## config.mk

```make
export PLATFORM = sky130hd
export DESIGN_NAME = capture_ctrl
export DESIGN_NICKNAME = d
export VERILOG_FILES = /design/src/rtl/capture_ctrl.sv
export SDC_FILE = /design/constraint.sdc
export NUM_CORES = 1
export LEC_CHECK = 0
export CAP_MARGIN = 10
export CORE_UTILIZATION = 53
export CTS_BUF_LIST = sky130_fd_sc_hd__clkbuf_4 sky130_fd_sc_hd__clkbuf_8
export CTS_CLUSTER_DIAMETER = 80
export DETAILED_ROUTE_END_ITERATION = 8
export HOLD_SLACK_MARGIN = 0.05
export PLACE_DENSITY_LB_ADDON = 0.05
export SETUP_SLACK_MARGIN = 0.1
export SLEW_MARGIN = 15
export SYNTH_ARGS = -nofsm -noshare
export SYNTH_HDL_FRONTEND = slang
export SYNTH_SLANG_ARGS = --single-unit
```

## constraint.sdc

```tcl
create_clock -name clk_i -period 7 [get_ports clk_i]
set_clock_uncertainty 0.05 [all_clocks]
set_input_delay 0.7 -clock clk_i [delete_from_list [all_inputs] [get_ports clk_i]]
set_output_delay 0.7 -clock clk_i [all_outputs]
set_load 0.02 [all_outputs]
```

## src/rtl/capture_ctrl.sv

```systemverilog
// Sample-capture controller: ring-buffer writes while armed, post-trigger delay,
// then newest-first readback of the captured window over a valid/ready handshake.
module capture_ctrl #(
  parameter int ADDR_W = 10
) (
  input  logic              clk_i,
  input  logic              rst_i,
  input  logic [31:0]       cmd_i,
  input  logic              set_cnt_i,
  input  logic              arm_i,
  input  logic              clr_i,
  input  logic              run_i,
  input  logic              stb_i,
  input  logic [31:0]       smpls_i,
  output logic              we_o,
  output logic [ADDR_W-1:0] waddr_o,
  output logic [31:0]       wdata_o,
  output logic [ADDR_W-1:0] raddr_o,
  input  logic [31:0]       rdata_i,
  output logic [31:0]       tx_data_o,
  output logic              tx_vld_o,
  input  logic              tx_rdy_i,
  output logic              busy_o,
  output logic              done_o
);

  localparam int DEPTH = 2 ** ADDR_W;
  // (0xFFFF + 1) * 4 needs 19 bits, so counts are one bit wider than 18.
  localparam int CNT_W = 19;

  typedef enum logic [2:0] {
    IDLE, ARMED, DELAY, RD_REQ, RD_WAIT, RD_SEND
  } state_t;

  state_t state_q, state_d;

  logic [CNT_W-1:0]  read_n_q, delay_n_q;
  logic [CNT_W-1:0]  rlim_q, dlim_q, dcnt_q, rcnt_q;
  logic [CNT_W-1:0]  read_calc, delay_calc, read_clamp;
  logic [ADDR_W-1:0] wptr_q, rptr_q;
  logic [31:0]       tx_data_q;
  logic              tx_vld_q, done_q;
  logic              last_delay, xfer, last_word;

  assign read_calc  = (CNT_W'(cmd_i[15:0]) + CNT_W'(1)) << 2;
  assign delay_calc = (CNT_W'(cmd_i[31:16]) + CNT_W'(1)) << 2;
  assign read_clamp = (read_calc > CNT_W'(DEPTH)) ? CNT_W'(DEPTH) : read_calc;

  assign we_o      = stb_i && (state_q == ARMED || state_q == DELAY);
  assign waddr_o   = wptr_q;
  assign wdata_o   = smpls_i;
  assign raddr_o   = rptr_q;
  assign tx_data_o = tx_data_q;
  assign tx_vld_o  = tx_vld_q;
  assign done_o    = done_q;
  assign busy_o    = (state_q != IDLE);

  assign last_delay = (state_q == DELAY) && stb_i && (dcnt_q + CNT_W'(1) == dlim_q);
  assign xfer       = (state_q == RD_SEND) && tx_vld_q && tx_rdy_i;
  assign last_word  = xfer && (rcnt_q + CNT_W'(1) == rlim_q);

  // NOTE: state_d gets a default before the case so no path leaves it unassigned (no latch).
  always_comb begin
    state_d = state_q;
    if (clr_i) begin
      state_d = IDLE;
    end else begin
      case (state_q)
        IDLE:    if (arm_i) state_d = ARMED;
        ARMED:   if (run_i) state_d = DELAY;
        DELAY:   if (last_delay) state_d = RD_REQ;
        RD_REQ:  state_d = RD_WAIT;
        RD_WAIT: state_d = RD_SEND;
        RD_SEND: if (xfer) state_d = last_word ? IDLE : RD_REQ;
        default: state_d = IDLE;
      endcase
    end
  end

  // NOTE: sequential state uses non-blocking assignments so every flop samples pre-edge values.
  always_ff @(posedge clk_i or posedge rst_i) begin
    if (rst_i) state_q <= IDLE;
    else       state_q <= state_d;
  end

  // Programmed counts survive the soft reset; only the hard reset clears them.
  always_ff @(posedge clk_i or posedge rst_i) begin
    if (rst_i) begin
      read_n_q  <= '0;
      delay_n_q <= '0;
    end else if (set_cnt_i && !clr_i) begin
      read_n_q  <= read_clamp;
      delay_n_q <= delay_calc;
    end
  end

  always_ff @(posedge clk_i or posedge rst_i) begin
    if (rst_i) begin
      wptr_q    <= '0;
      rptr_q    <= '0;
      dcnt_q    <= '0;
      rcnt_q    <= '0;
      dlim_q    <= '0;
      rlim_q    <= '0;
      tx_data_q <= '0;
      tx_vld_q  <= 1'b0;
      done_q    <= 1'b0;
    end else if (clr_i) begin
      wptr_q    <= '0;
      rptr_q    <= '0;
      dcnt_q    <= '0;
      rcnt_q    <= '0;
      dlim_q    <= '0;
      rlim_q    <= '0;
      tx_data_q <= '0;
      tx_vld_q  <= 1'b0;
      done_q    <= 1'b0;
    end else begin
      done_q <= 1'b0;
      if (we_o) wptr_q <= wptr_q + ADDR_W'(1);
      case (state_q)
        ARMED: if (run_i) begin
          dcnt_q <= '0;
          dlim_q <= delay_n_q;
        end
        DELAY: if (stb_i) begin
          dcnt_q <= dcnt_q + CNT_W'(1);
          if (last_delay) begin
            // Newest sample is the one being written this cycle.
            rptr_q <= wptr_q;
            rcnt_q <= '0;
            rlim_q <= read_n_q;
          end
        end
        RD_WAIT: begin
          tx_data_q <= rdata_i;
          tx_vld_q  <= 1'b1;
        end
        RD_SEND: if (xfer) begin
          rcnt_q   <= rcnt_q + CNT_W'(1);
          rptr_q   <= rptr_q - ADDR_W'(1);
          tx_vld_q <= 1'b0;
          done_q   <= last_word;
        end
        default: ;
      endcase
    end
  end

endmodule

```

# ---- After elaboration in Yosys (flattened, before gate mapping)
# Index checks and enable logic that the tools add are counted.
dict set report totals {
  reg_bits 169
  inputBits 104
  out_inout_bits 88
}
dict set report op_classes {
  addsub 6
  magnitude_cmp 1
  eq_ne 12
  muxes 39
  n_reduce_logical 27
}
# cell n
set op_table {}
lappend op_table {{19-bit two-way mux} 15}
lappend op_table {{19-bit one-hot mux with 2 select lines} 2}
lappend op_table {{32-bit two-way mux} 2}
lappend op_table {{10-bit two-way mux} 6}
lappend op_table {{19-bit by 1-bit adder with 19-bit output, second input constant} 2}
lappend op_table {{19-bit equality test} 2}
lappend op_table {{16-bit by 1-bit adder with 17-bit output, second input constant} 2}
lappend op_table {{10-bit one-hot mux with 2 select lines} 1}
lappend op_table {{19-bit by 11-bit greater-than comparator with 1-bit output, second input constant} 1}
lappend op_table {{3-bit one-hot mux with 6 select lines} 1}
lappend op_table {{3-bit two-way mux} 5}
lappend op_table {{3-bit != test, second input constant} 5}
lappend op_table {{2-bit nonzero test} 7}
lappend op_table {{3-bit nonzero test} 4}
lappend op_table {{10-bit by 1-bit adder with 10-bit output, second input constant} 1}
lappend op_table {{10-bit by 1-bit subtractor with 10-bit output, second input constant} 1}
lappend op_table {{4-bit AND reduction} 2}
lappend op_table {{1-bit logical AND} 7}
lappend op_table {{3-bit by 2-bit equality test with 1-bit output, second input constant} 2}
lappend op_table {{3-bit equality test, second input constant} 2}
lappend op_table {{3-bit AND reduction} 2}
lappend op_table {{1-bit two-way mux} 5}
lappend op_table {{2-bit AND reduction} 2}
lappend op_table {{3-bit by 1-bit equality test with 1-bit output, second input constant} 1}
lappend op_table {{5 further kinds} 5}

# ---- Longest topological paths before layout
# Gate-level depths: netlist of the first run.
dict set report depth {
  ltp_word 8
  depth_mapped 13
  depth_no_buf 9
}

# ---- Worst setup path after synthesis of the first run
# No wires, ideal clock.
dict set report synth_path {
  kind {reg-to-reg}
  from {register dcnt_q[0]}
  to {register rcnt_q[4]}
  setup_ns 0.140
  arrival_ns 2.521
  required_ns 6.810
  slack_ns 4.289
  path_stages_with_launch 12
  period_less_slack_ns 2.711
  cell_sequence {dfrtp_1 > ha_1 > nand4_1 > nor4_1 > xnor2_1 > nand4_1 > a2111oi_0 > o2111a_2 > or2_1 > buf_4 > buf_6 > a31oi_1}
}
dict set report synth_between {
  elab_chain_len 5
}
# element line
set synth_rtl {}
lappend synth_rtl {{start: declaration} 38} ;# logic [CNT_W-1:0] rlim_q, dlim_q, dcnt_q, rcnt_q;
lappend synth_rtl {{start signal: assignment} 127} ;# dcnt_q <= dcnt_q + CNT_W'(1);
lappend synth_rtl {{19-bit by 1-bit adder with 19-bit output} 58} ;# assign last_delay = (state_q == DELAY) && stb_i && (dcnt_q + CNT_W'(1) == dlim_q);
lappend synth_rtl {{19-bit equality test} 58}
lappend synth_rtl {{1-bit logical AND} 58}
lappend synth_rtl {{3-bit != test (no line)} n/a}
lappend synth_rtl {{4-bit AND reduction (no line)} n/a}
lappend synth_rtl {{end signal: assignment} 140} ;# rcnt_q <= rcnt_q + CNT_W'(1);
lappend synth_rtl {{end: declaration} 38}
# Every way passes these cells.
# A chain may end at the register's enable or synchronous reset.

# ---- Final worst setup path of the first run
dict set report layout_path {
  from {register dcnt_q[0]}
  to {register rcnt_q[7]}
}
# The elaborated chain is that of the path after synthesis.

==> results by group, run 1 <==
Power
  • Total power: 0.00223 W
  • Pwr per Cell Area: 212 mW/mm²
  • Peak VDD IR: 0.125 mV
  • P_leak: 4.41 nW

GRT
  • Vias in the first global route: 6,991
  • GR Util All Layers: 25.0%
  • Largest net degree at the start of global routing: 100
  • First-pass GRT wire length: 35.2 mm
  • Gr ovfl total: 0
  • Antenna violations before repair: 0

Yosys
  • Post-synth ARST share: 100%
  • Post-synth cell types: 66
  • Area contributors post-synth: dfrtp_1 (45%), nand2_1 (5.2%), o21ai_0 (4.1%)
  • Number of enable flip-flop cells after synthesis: 0
  • Top-count cell post-synth: dfrtp_1
  • Primary FF master, synth: dfrtp_1
  • #FFs+latches synth: 163
  • Syn_area_per_cell: 9.11 µm²
  • Syn nets: 1,097
  • Syn Inst Count: 984
  • Synth Cell Area: 0.00896 mm²
  • Yosys top cell by area: dfrtp_1
  • Synth cell count leaders: dfrtp_1 (163), nand2_1 (123), o21ai_0 (73)
  • Yosys warning count: 0
  • Synth top area share: 45.5%
  • Seq/Total Area, Yosys: 45.5%

Setup path
  • Critical Setup Path Class: flop to flop
  • Required time worst endpoint: 7.26 ns
  • Crit-path max FO: 33
  • CP arrival: 4.52 ns
  • CP Launch Type: flop
  • Setup crit end kind: flop

Clock tree
  • Worst-path clk slew: 0.09 ns
  • CTS Hold Buffers Added: 0
  • CTS Buffer Depth: 2
  • TritonCTS buffer count: 17
  • Root buf cell: clkbuf_8
  • Htree depth: 4
  • Postcts setup bufs: 0
  • Post-cts resize count: 0
  • CTS tree: done
  • Clock latency at the later pin of the worst-skew pair: 0.46 ns
  • # clock sinks: 163

Floorplan
  • Core outline area: 0.0165 mm²
  • IO Pins: 192
  • Die ar.: 0.0174 mm²
  • Initial Util: 54.3%
  • Row cnt: 47
  • Height of the die: 132 µm
  • Die Width: 132 µm

Timing
  • Achievable clock frequency: 234 MHz
  • Unrepaired setup endpoints after global routing: false
  • Final slew viol count: 0
  • Fin crit period: 4.27 ns
  • Part of the cycle the worst path needs: 60.9%
  • Hold Vio Cnt, Final: 0
  • Worst slew margin: 23.7%
  • TNS Setup: 0 ns
  • Slew @ Worst Pin: 1.14 ns
  • Final setup vio count: 0

Layout
  • Layout area overhead: 17.3%
  • Share of cells above drive strength 1: 5.56%
  • Antenna cell count: 0
  • # nets final: 1,161

Place
  • Port buffer count: 127
  • HPWL Detailed: 14.3 mm
  • RD Place Congestion: 0.851

Detailed routing
  • Wire length per cell: 16.3 µm
  • Final ANT Viol Nets: 0
  • Total wire length: 20.9 mm
  • # DRC: 0
  • Vias per std cell: 5.79
  • DR vias: 7,422
  • DR pass1 iterations: 5
  • Initial DRC count: 531

Run
  • Max cap viols: 0

Status
  • Status: completed

Worst hold path
  • Hold WC Path Type: flop to flop
[flip-flops by register name (all words and copies together), names as in the netlist]
signal / count
dlim_q: 17
rlim_q: 17
waddr_o: 10
raddr_o: 10
delay_n_q: 17
read_n_q: 17
tx_data_o: 32
state_q: 3
done_o: 1
rcnt_q: 19
tx_vld_o: 1
dcnt_q: 19
[worst paths after layout]
check / startpoint / to / slack, ns / depth (start not counted)
worst max-delay path: dcnt_q[0] / rcnt_q[7] / 2.73 / 8
worst min-delay path: delay_n_q[13] / delay_n_q[13] / 0.44 / 2
worst max register to register: dcnt_q[0] / rcnt_q[7] / 2.73 / 8
worst min register to register: delay_n_q[13] / delay_n_q[13] / 0.44 / 2
max in group asynchronous: rst_i / delay_n_q[17] / 4.80 / 3
min in group asynchronous: rst_i / tx_data_o[11] / 0.74 / 2
[routing by layer]
layer / vias to the layer above / global-route usage [%] / share of wire, %
met5: - / 0 / 0
met4: 0 / 5.81 / 0.71
met2: 255 / 38.3 / 46
met3: 12 / 6.23 / 6.6
met1: 3545 / 35.9 / 47
li1: 3610 / - / -
[critical path, cell delays in order (launching register included)]
cell and delay [ns]:
dfrtp_1 0.49, ha_1 0.30, and3_1 0.50, nand3_1 0.21
o32a_1 0.33, a2111oi_0 0.44, o2111a_2 0.87, or2_1 0.68
a31oi_1 0.22
[power breakdown]
group	internal [W]	switching (W)	total [W]
logic	0.000190	0.000258	0.000447
clock network	0.000338	0.000386	0.000724
registers	0.000995	0.0000638	0.00106
[layout make-up]
class	count	area [µm²]
fillers	1456	6010
multi-input cells	709	4330
flip-flops and latches	163	4080
repair buffers	136	1330
well taps	220	275
clock buffers	18	248
clock inverters	14	169
inverters	21	83.8
[kinds of logic after synthesis]
logic type      after synthesis  synth area share [%]
xor+xnor                     73                  7.13
fa+ha+maj                     9                  1.26
compound gates              245                  17.3
flops                       163                  45.5
buf+inv                     112                  6.38
simple gates                359                  19.9
mux                          23                  2.57
[layout by cell type, fill, tap and decap left out, drive strengths merged, types with 23 or more instances in the layout]
| master | count |
|---|---|
| a21oi | 57 |
| a22o | 32 |
| a31oi | 23 |
| clkdlybuf4s50 | 126 |
| dfrtp | 163 |
| inv | 26 |
| mux2i | 23 |
| nand2 | 123 |
| nand3 | 40 |
| nand4 | 25 |
| nor2 | 71 |
| nor3 | 24 |
| o21ai | 77 |
| xnor2 | 37 |
| xor2 | 36 |
[through the flow]
| step | setup slack [ns] | cell area, µm² | instances | hold WS [ns] | utilization, % |
|---|---|---|---|---|---|
| after floorplan | 1.85 | 8960 | 984 | 0.389 | - |
| after global placement | 2.87 | 10100 | 1249 | 0.413 | 61.1 |
| after detailed placement | 2.74 | 10100 | 1249 | 0.420 | 61.1 |
| after CTS | 2.73 | 10500 | 1281 | 0.441 | 63.6 |
| after global routing | 2.50 | 10500 | 1281 | 0.464 | 63.6 |
| final | 2.73 | 10500 | 1281 | 0.435 | 63.6 |
Power figures use the tool's default switching activity.
==> run 2, diff against run 1 <==
--- a/config.mk
+++ b/config.mk
@@ -6,7 +6,7 @@
 export NUM_CORES = 1
 export LEC_CHECK = 0
 export CAP_MARGIN = 10
-export CORE_UTILIZATION = 53
+export CORE_UTILIZATION = 48
 export CTS_BUF_LIST = sky130_fd_sc_hd__clkbuf_4 sky130_fd_sc_hd__clkbuf_8
 export CTS_CLUSTER_DIAMETER = 80
 export DETAILED_ROUTE_END_ITERATION = 8
==> constraint.sdc (replaced) <==
create_clock -name clk_i -period 3.51 [get_ports clk_i]
set_clock_uncertainty 0.05 [all_clocks]
set_input_delay 0.351 -clock clk_i [delete_from_list [all_inputs] [get_ports clk_i]]
set_output_delay 0.351 -clock clk_i [all_outputs]
set_load 0.02 [all_outputs]
==> run 2 against run 1 <==
The flow now finishes with violations (DRC). Sequential power up 98%. Largest power group unchanged. Via count down 1.1%. Clock power up 89%. Global-route usage down 2.2 points. Total power up 97%. Die area up 10%. Register-to-register slack worse by 2.4 ns. First-iteration DRC count up 8.3%. Count of clock-buffer cells in the layout down 1.
==> results by group, run 2 (synthesis gave the netlist of run 1 again) <==
Floorplan
  • Die ar.: 0.0192 mm² (+10%)
  • IO Pins: 192 (unchanged)
  • Row cnt: 49 (+4.3%)
  • Initial Util: 49.4% (-4.9 points)
  • Core outline area: 0.0181 mm² (+9.8%)
  • Height of the die: 139 µm (+5.0%)
  • Die Width: 139 µm (+5.0%)

Timing
  • Worst slew margin: 51.0% (+27 points)
  • Slew @ Worst Pin: 0.734 ns (-0.402 ns)
  • Hold Vio Cnt, Final: 0 (unchanged)
  • Unrepaired setup endpoints after global routing: false
  • Final setup vio count: 0 (unchanged)
  • TNS Setup: 0 ns (unchanged)
  • Final WS setup: 0.380 ns (-2.35 ns)
  • Final slew viol count: 0 (unchanged)
  • Achievable clock frequency: 320 MHz (+36%)
  • Part of the cycle the worst path needs: 89.2% (+28 points)
  • Fin crit period: 3.13 ns (-1.14 ns)

Run
  • Max cap viols: 0 (unchanged)

Clock tree
  • CTS tree: done
  • Postcts setup bufs: 0 (unchanged)
  • Htree depth: 4 (unchanged)
  • Clock latency at the later pin of the worst-skew pair: 0.46 ns (about the same)
  • TritonCTS buffer count: 17 (unchanged)
  • # clock sinks: 163 (unchanged)
  • Worst-path clk slew: 0.10 ns (about the same)
  • Root buf cell: clkbuf_8
  • CTS Buffer Depth: 2 (unchanged)

Layout
  • Fillers: 1,598 (+9.8%)
  • Most frequent cells in the layout: dfrtp_1 (163), clkdlybuf4s50_1 (126), nand2_1 (123)
  • Antenna cell count: 0 (unchanged)
  • Layout area overhead: 18.6%
  • Commonest non-fill, non-tap cell in the layout: dfrtp_1
  • Share of cells above drive strength 1: 6.80% (+1.2 points)
  • # nets final: 1,173 (+1.0%)
  • Final Non-Filler Cells: 1,302 (+1.6%)
  • Largest register FFs: 32 (unchanged)
  • Area of all placed cells without fillers: 0.0106 mm² (+1.1%)

Power
  • Total power: 0.00440 W (+97%)
  • P_leak: 4.47 nW (+1.4%)
  • Pwr per Cell Area: 414 mW/mm² (+95%)
  • Peak VDD IR: 0.271 mV (+120%)

Detailed routing
  • Total wire length: 21.4 mm (+2.4%)
  • Initial DRC count: 575 (+8.3%)
  • Vias per std cell: 5.64 (-2.7%)
  • # DRC: 13 (+13)
  • Final ANT Viol Nets: 0 (unchanged)
  • DR vias: 7,343 (-1.1%)
  • DR pass1 iterations: 7 (+2)
  • Wire length per cell: 16.4 µm (+0.74%)

Status
  • Failing checks: DRC
  • Status: finished, violations left

Worst hold path
  • Hold WC Path Type: input pin to flop
  • Worst hold endpoint: waddr_o[4]
  • Hold Path Depth: 2 (unchanged)
  • Min-delay src: clr_i

Place
  • Placed cells: 1,270 (+1.7%)
  • DP Worst Slack: 0.235 ns (-2.51 ns)
  • Dpl cell area: 0.0102 mm² (+1.2%)
  • Port buffer count: 127 (unchanged)
  • RD Place Congestion: 0.839 (-1.4%)
  • HPWL Detailed: 15.1 mm (+5.4%)

GRT
  • Vias in the first global route: 6,913 (-1.1%)
  • Antenna violations before repair: 0 (unchanged)
  • Largest net degree at the start of global routing: 60 (-40%)
  • GR Util All Layers: 22.8% (-2.2 points)
  • First-pass GRT wire length: 35.5 mm (+1.0%)
  • Gr ovfl total: 0 (unchanged)

Setup path
  • FF-to-FF path depth: 9 (+1)
  • Setup slack, reg-to-reg: 0.38 ns (-2.35 ns)
  • Required time worst endpoint: 3.79 ns (-3.47 ns)
  • RR Startpoint: dcnt_q[0]
  • Setup crit end kind: flop
  • Critical Setup Path Class: flop to flop
  • RR Endpoint: rlim_q[8]
  • CP Launch Type: flop
  • Crit-path max FO: 17 (-48%)
  • CP arrival: 3.41 ns (-1.11 ns)
-- run 2: cell count changes in the layout (fill, tap and decap cells not counted), sizes merged --
cell,previous run,this run
bufinv,2,0
buf,10,22
clkbuf,18,17
inv,26,24
clkinv,5,10
-- run 2: through the flow --
stage	util (%)	hold WS (ns)
after floorplan	-	0.389
after global placement	56.3	0.402
after detailed placement	56.3	0.407
after CTS	58.6	0.169
after global routing	58.6	0.176
final	58.6	0.189
-- run 2: worst max-delay path by stage --
stage | to | from | slack [ns]
after global routing | rlim_q[12] | dcnt_q[1] | 0.11
after global placement | rlim_q[5] | dcnt_q[0] | 0.31
after floorplan | rcnt_q[4] | dcnt_q[0] | 0.80
after CTS | rlim_q[8] | dcnt_q[0] | 0.22
after detailed placement | rlim_q[10] | dcnt_q[0] | 0.24
final | rlim_q[8] | dcnt_q[0] | 0.38
-- run 2: report_power, final --
group,internal [W],leakage (nW),switching [W]
registers,0.00198,2.24,0.000114
logic,0.000396,2.04,0.000541
clock network,0.000538,0.201,0.000829
total,0.00292,4.47,0.00148
-- run 2: metal layers --
metal / global-route usage [%] / part of all wire (%) / vias up
met5: 0 / 0 / -
met4: 4.85 / 0.68 / 0
met3: 5.18 / 6.0 / 12
met2: 34.7 / 45 / 217
met1: 33.2 / 48 / 3470
li1: - / - / 3644
-- run 2: final cells by class --
cell class | count | area [µm²] | share of cell area [%]
well taps | 229 | 287 | 2.69
clock buffers | 17 | 234 | 2.20
repair buffers | 148 | 1450 | 13.6
clock inverters | 15 | 169 | 1.59
flip-flops and latches | 163 | 4080 | 38.4
multi-input cells | 709 | 4330 | 40.8
inverters | 21 | 82.6 | 0.777
-- run 2: timing repair --
| action | 4_1_cts | 5_1_grt |
|---|---|---|
| endpoints found under the setup margin | 0 | 43 |
| gates resized for setup | 0 | 2 |
| hold buffers | 0 | 0 |
-- run 2: critical path: stages (launching register included) --
cell and delay [ns]:
dfrtp_1 0.48, ha_1 0.29, and3_2 0.38, nand3_1 0.18, o32a_1 0.33, a2111oi_0 0.35, o2111a_2 0.32, buf_4 0.32
mux2i_1 0.24, nor2_1 0.05
==> run 3, diff against run 2 <==
--- a/config.mk
+++ b/config.mk
@@ -12,6 +12,7 @@
 export DETAILED_ROUTE_END_ITERATION = 8
 export HOLD_SLACK_MARGIN = 0.05
 export PLACE_DENSITY_LB_ADDON = 0.05
+export REMOVE_ABC_BUFFERS = 1
 export SETUP_SLACK_MARGIN = 0.1
 export SLEW_MARGIN = 15
 export SYNTH_ARGS = -nofsm -noshare
==> run 3 against run 2 <==
The flow still finishes with violations (DRC). Global-route usage rose by 0.95 points. Routed wire length rose by 3.7%. First-iteration DRC count fell by 18%. Critical path type unchanged. Critical endpoint is now rcnt_q[1].
==> results by group, run 3 (synthesis gave the netlist of run 1 again) <==
Setup path
  • Critical Setup Path Class: flop to flop
  • Required time worst endpoint: 3.83 ns (+0.04 ns)
  • CP arrival: 3.41 ns (about the same)
  • Setup crit end kind: flop
  • Crit-path max FO: 17 (unchanged)
  • CP Launch Type: flop

Timing
  • Achievable clock frequency: 323 MHz (+1.2%)
  • Final slew viol count: 0 (unchanged)
  • Slew @ Worst Pin: 0.779 ns (+0.0456 ns)
  • Worst slew margin: 48.1% (-2.9 points)
  • Final setup vio count: 0 (unchanged)
  • Hold Vio Cnt, Final: 0 (unchanged)
  • Part of the cycle the worst path needs: 88.1% (-1.0 points)
  • Unrepaired setup endpoints after global routing: false
  • Fin crit period: 3.09 ns (-0.0366 ns)

GRT
  • Antenna violations before repair: 0 (unchanged)
  • First-pass GRT wire length: 36.8 mm (+3.6%)
  • Vias in the first global route: 6,967 (+0.78%)
  • Gr ovfl total: 0 (unchanged)
  • Largest net degree at the start of global routing: 85 (+42%)
  • GR Util All Layers: 23.8% (+0.95 points)

Detailed routing
  • Final ANT Viol Nets: 0 (unchanged)
  • Vias per std cell: 5.74 (+1.8%)
  • DR vias: 7,477 (+1.8%)
  • Initial DRC count: 472 (-18%)
  • # DRC: 4 (-9)
  • Wire length per cell: 17.0 µm (+3.7%)
  • DR pass1 iterations: 7 (unchanged)
  • Total wire length: 22.1 mm (+3.7%)

Layout
  • Layout area overhead: 19.6%
  • Antenna cell count: 0 (unchanged)
  • Area of all placed cells without fillers: 0.0107 mm² (+0.86%)
  • Fin util: 59.1% (+0.50 points)
  • Largest register FFs: 32 (unchanged)
  • Commonest non-fill, non-tap cell in the layout: dfrtp_1
  • Most frequent cells in the layout: dfrtp_1 (163), clkdlybuf4s50_1 (126), nand2_1 (123)
  • # nets final: 1,173 (unchanged)
  • Share of cells above drive strength 1: 6.71% (-0.093 points)
  • Fillers: 1,627 (+1.8%)

Power
  • Net Sw Power: 0.00140 W (-5.9%)
  • P_leak: 4.52 nW (+1.1%)
  • Sequential power share: 44.9% (-2.8 points)
  • Peak VDD IR: 0.283 mV (+4.6%)
  • Net Sw Frac: 29.9% (-3.8 points)
  • Internal power: 0.00327 W (+12%)
  • Pwr per Cell Area: 435 mW/mm² (+5.1%)
  • Comb pwr share: 20.2% (-1.1 points)
  • Proportion of power drawn by the clock network: 35.0% (+4.0 points)

Status
  • Status: finished, violations left
  • Failing checks: DRC

Place
  • HPWL Detailed: 15.6 mm (+3.5%)
  • Port buffer count: 127 (unchanged)
  • Dpl cell area: 0.0102 mm² (about the same)
  • RD Place Congestion: 0.867 (+3.3%)

Clock tree
  • Htree depth: 4 (unchanged)
  • TritonCTS buffer count: 17 (unchanged)
  • CTS tree: done
  • # clock sinks: 163 (unchanged)
  • Worst-path clk slew: 0.09 ns (about the same)
  • CTS Hold Buffers Added: 0 (unchanged)
  • Clock latency at the later pin of the worst-skew pair: 0.45 ns (about the same)
  • Root buf cell: clkbuf_8
  • CTS Buffer Depth: 2 (unchanged)

Worst hold path
  • Hold WC Path Type: input pin to flop

Floorplan
  • IO Pins: 192 (unchanged)
  • Core outline area: 0.0181 mm² (unchanged)
  • Die Width: 139 µm (unchanged)
  • Row cnt: 49 (unchanged)
  • Height of the die: 139 µm (unchanged)
  • Initial Util: 49.4% (unchanged)
  • Die ar.: 0.0192 mm² (unchanged)

Run
  • Max cap viols: 0 (unchanged)
==> run 3: cell types whose count changed in the layout (fill, tap and decap cells not counted), sizes merged <==
cell      previous run  this run
inv                 24        23
clkinv              10         5
bufinv               0         5
clkbuf              17        19
clkinvlp             2         1
==> run 3: final timing paths <==
path / startpoint / to / slack, ns / cells past startpoint
hold / removal: clr_i / raddr_o[1] / 0.36 / 4
setup / recovery: dcnt_q[0] / rcnt_q[1] / 0.42 / 10
setup reg to reg: dcnt_q[0] / rcnt_q[1] / 0.42 / 10
max in group asynchronous: rst_i / dcnt_q[16] / 2.33 / 3
min in group asynchronous: rst_i / read_n_q[11] / 0.38 / 2
hold reg to reg: delay_n_q[16] / delay_n_q[16] / 0.44 / 2
==> run 3: per-layer routing <==
| layer | GRT usage [%] | wire [µm] | up-vias |
|---|---|---|---|
| li1 | - | - | 3641 |
| met2 | 35.1 | 9620 | 258 |
| met5 | 2.01 | 0 | - |
| met3 | 7.15 | 1500 | 24 |
| met4 | 6.49 | 331 | 0 |
| met1 | 33.7 | 10700 | 3554 |
==> run 3: final cells by class <==
type	count	area (µm²)	share of cell area, %
Clock buffer	19	255	2.38
Clock inverter	13	223	2.08
Inverter	21	83.8	0.782
Multi-Input combinational cell	709	4330	40.4
Sequential cell	163	4080	38.0
Tap cell	229	287	2.67
Timing Repair Buffer	148	1470	13.7
==> run 3: power by group through the flow <==
stage / combinational (W) / sequential [W] / clock, W
2_1_floorplan: 0.000476 / 0.00217 / 0
3_3_place_gp: 0.000939 / 0.00213 / 0
3_5_place_dp: 0.000944 / 0.00213 / 0
4_1_cts: 0.000946 / 0.00209 / 0.00166
5_1_grt: 0.00104 / 0.00211 / 0.00174
6_report: 0.000941 / 0.00210 / 0.00163
==> run 3: worst max-delay path, stage by stage, from the launching register on <==
cell and delay [ns]:
dfrtp_1 0.48, ha_1 0.29, nand4_1 0.20, nor4_1 0.36, xnor2_1 0.16, nand4_1 0.12
a2111oi_2 0.38, o2111a_2 0.34, or2_1 0.22, buf_12 0.18, mux2i_1 0.21
==> run 3: repair_timing <==
item,4_1_cts,5_1_grt
endpoints found under the setup margin,0,38
gates resized for setup,0,3
buffers inserted,0,1
endpoints found under the hold margin,0,0
==> run 3: metrics by stage <==
stage	std cells	total power [W]	setup WS (ns)	hold slack [ns]	TNS [ns]
after global routing	1302	0.00489	0.168	0.355	0
after CTS	1301	0.00471	0.231	0.329	0
final	1302	0.00467	0.417	0.356	0
after detailed placement	1269	0.00307	0.258	0.420	0
after floorplan	893	0.00264	-1.30	0.364	-211.24
after global placement	1269	0.00307	0.368	0.402	0
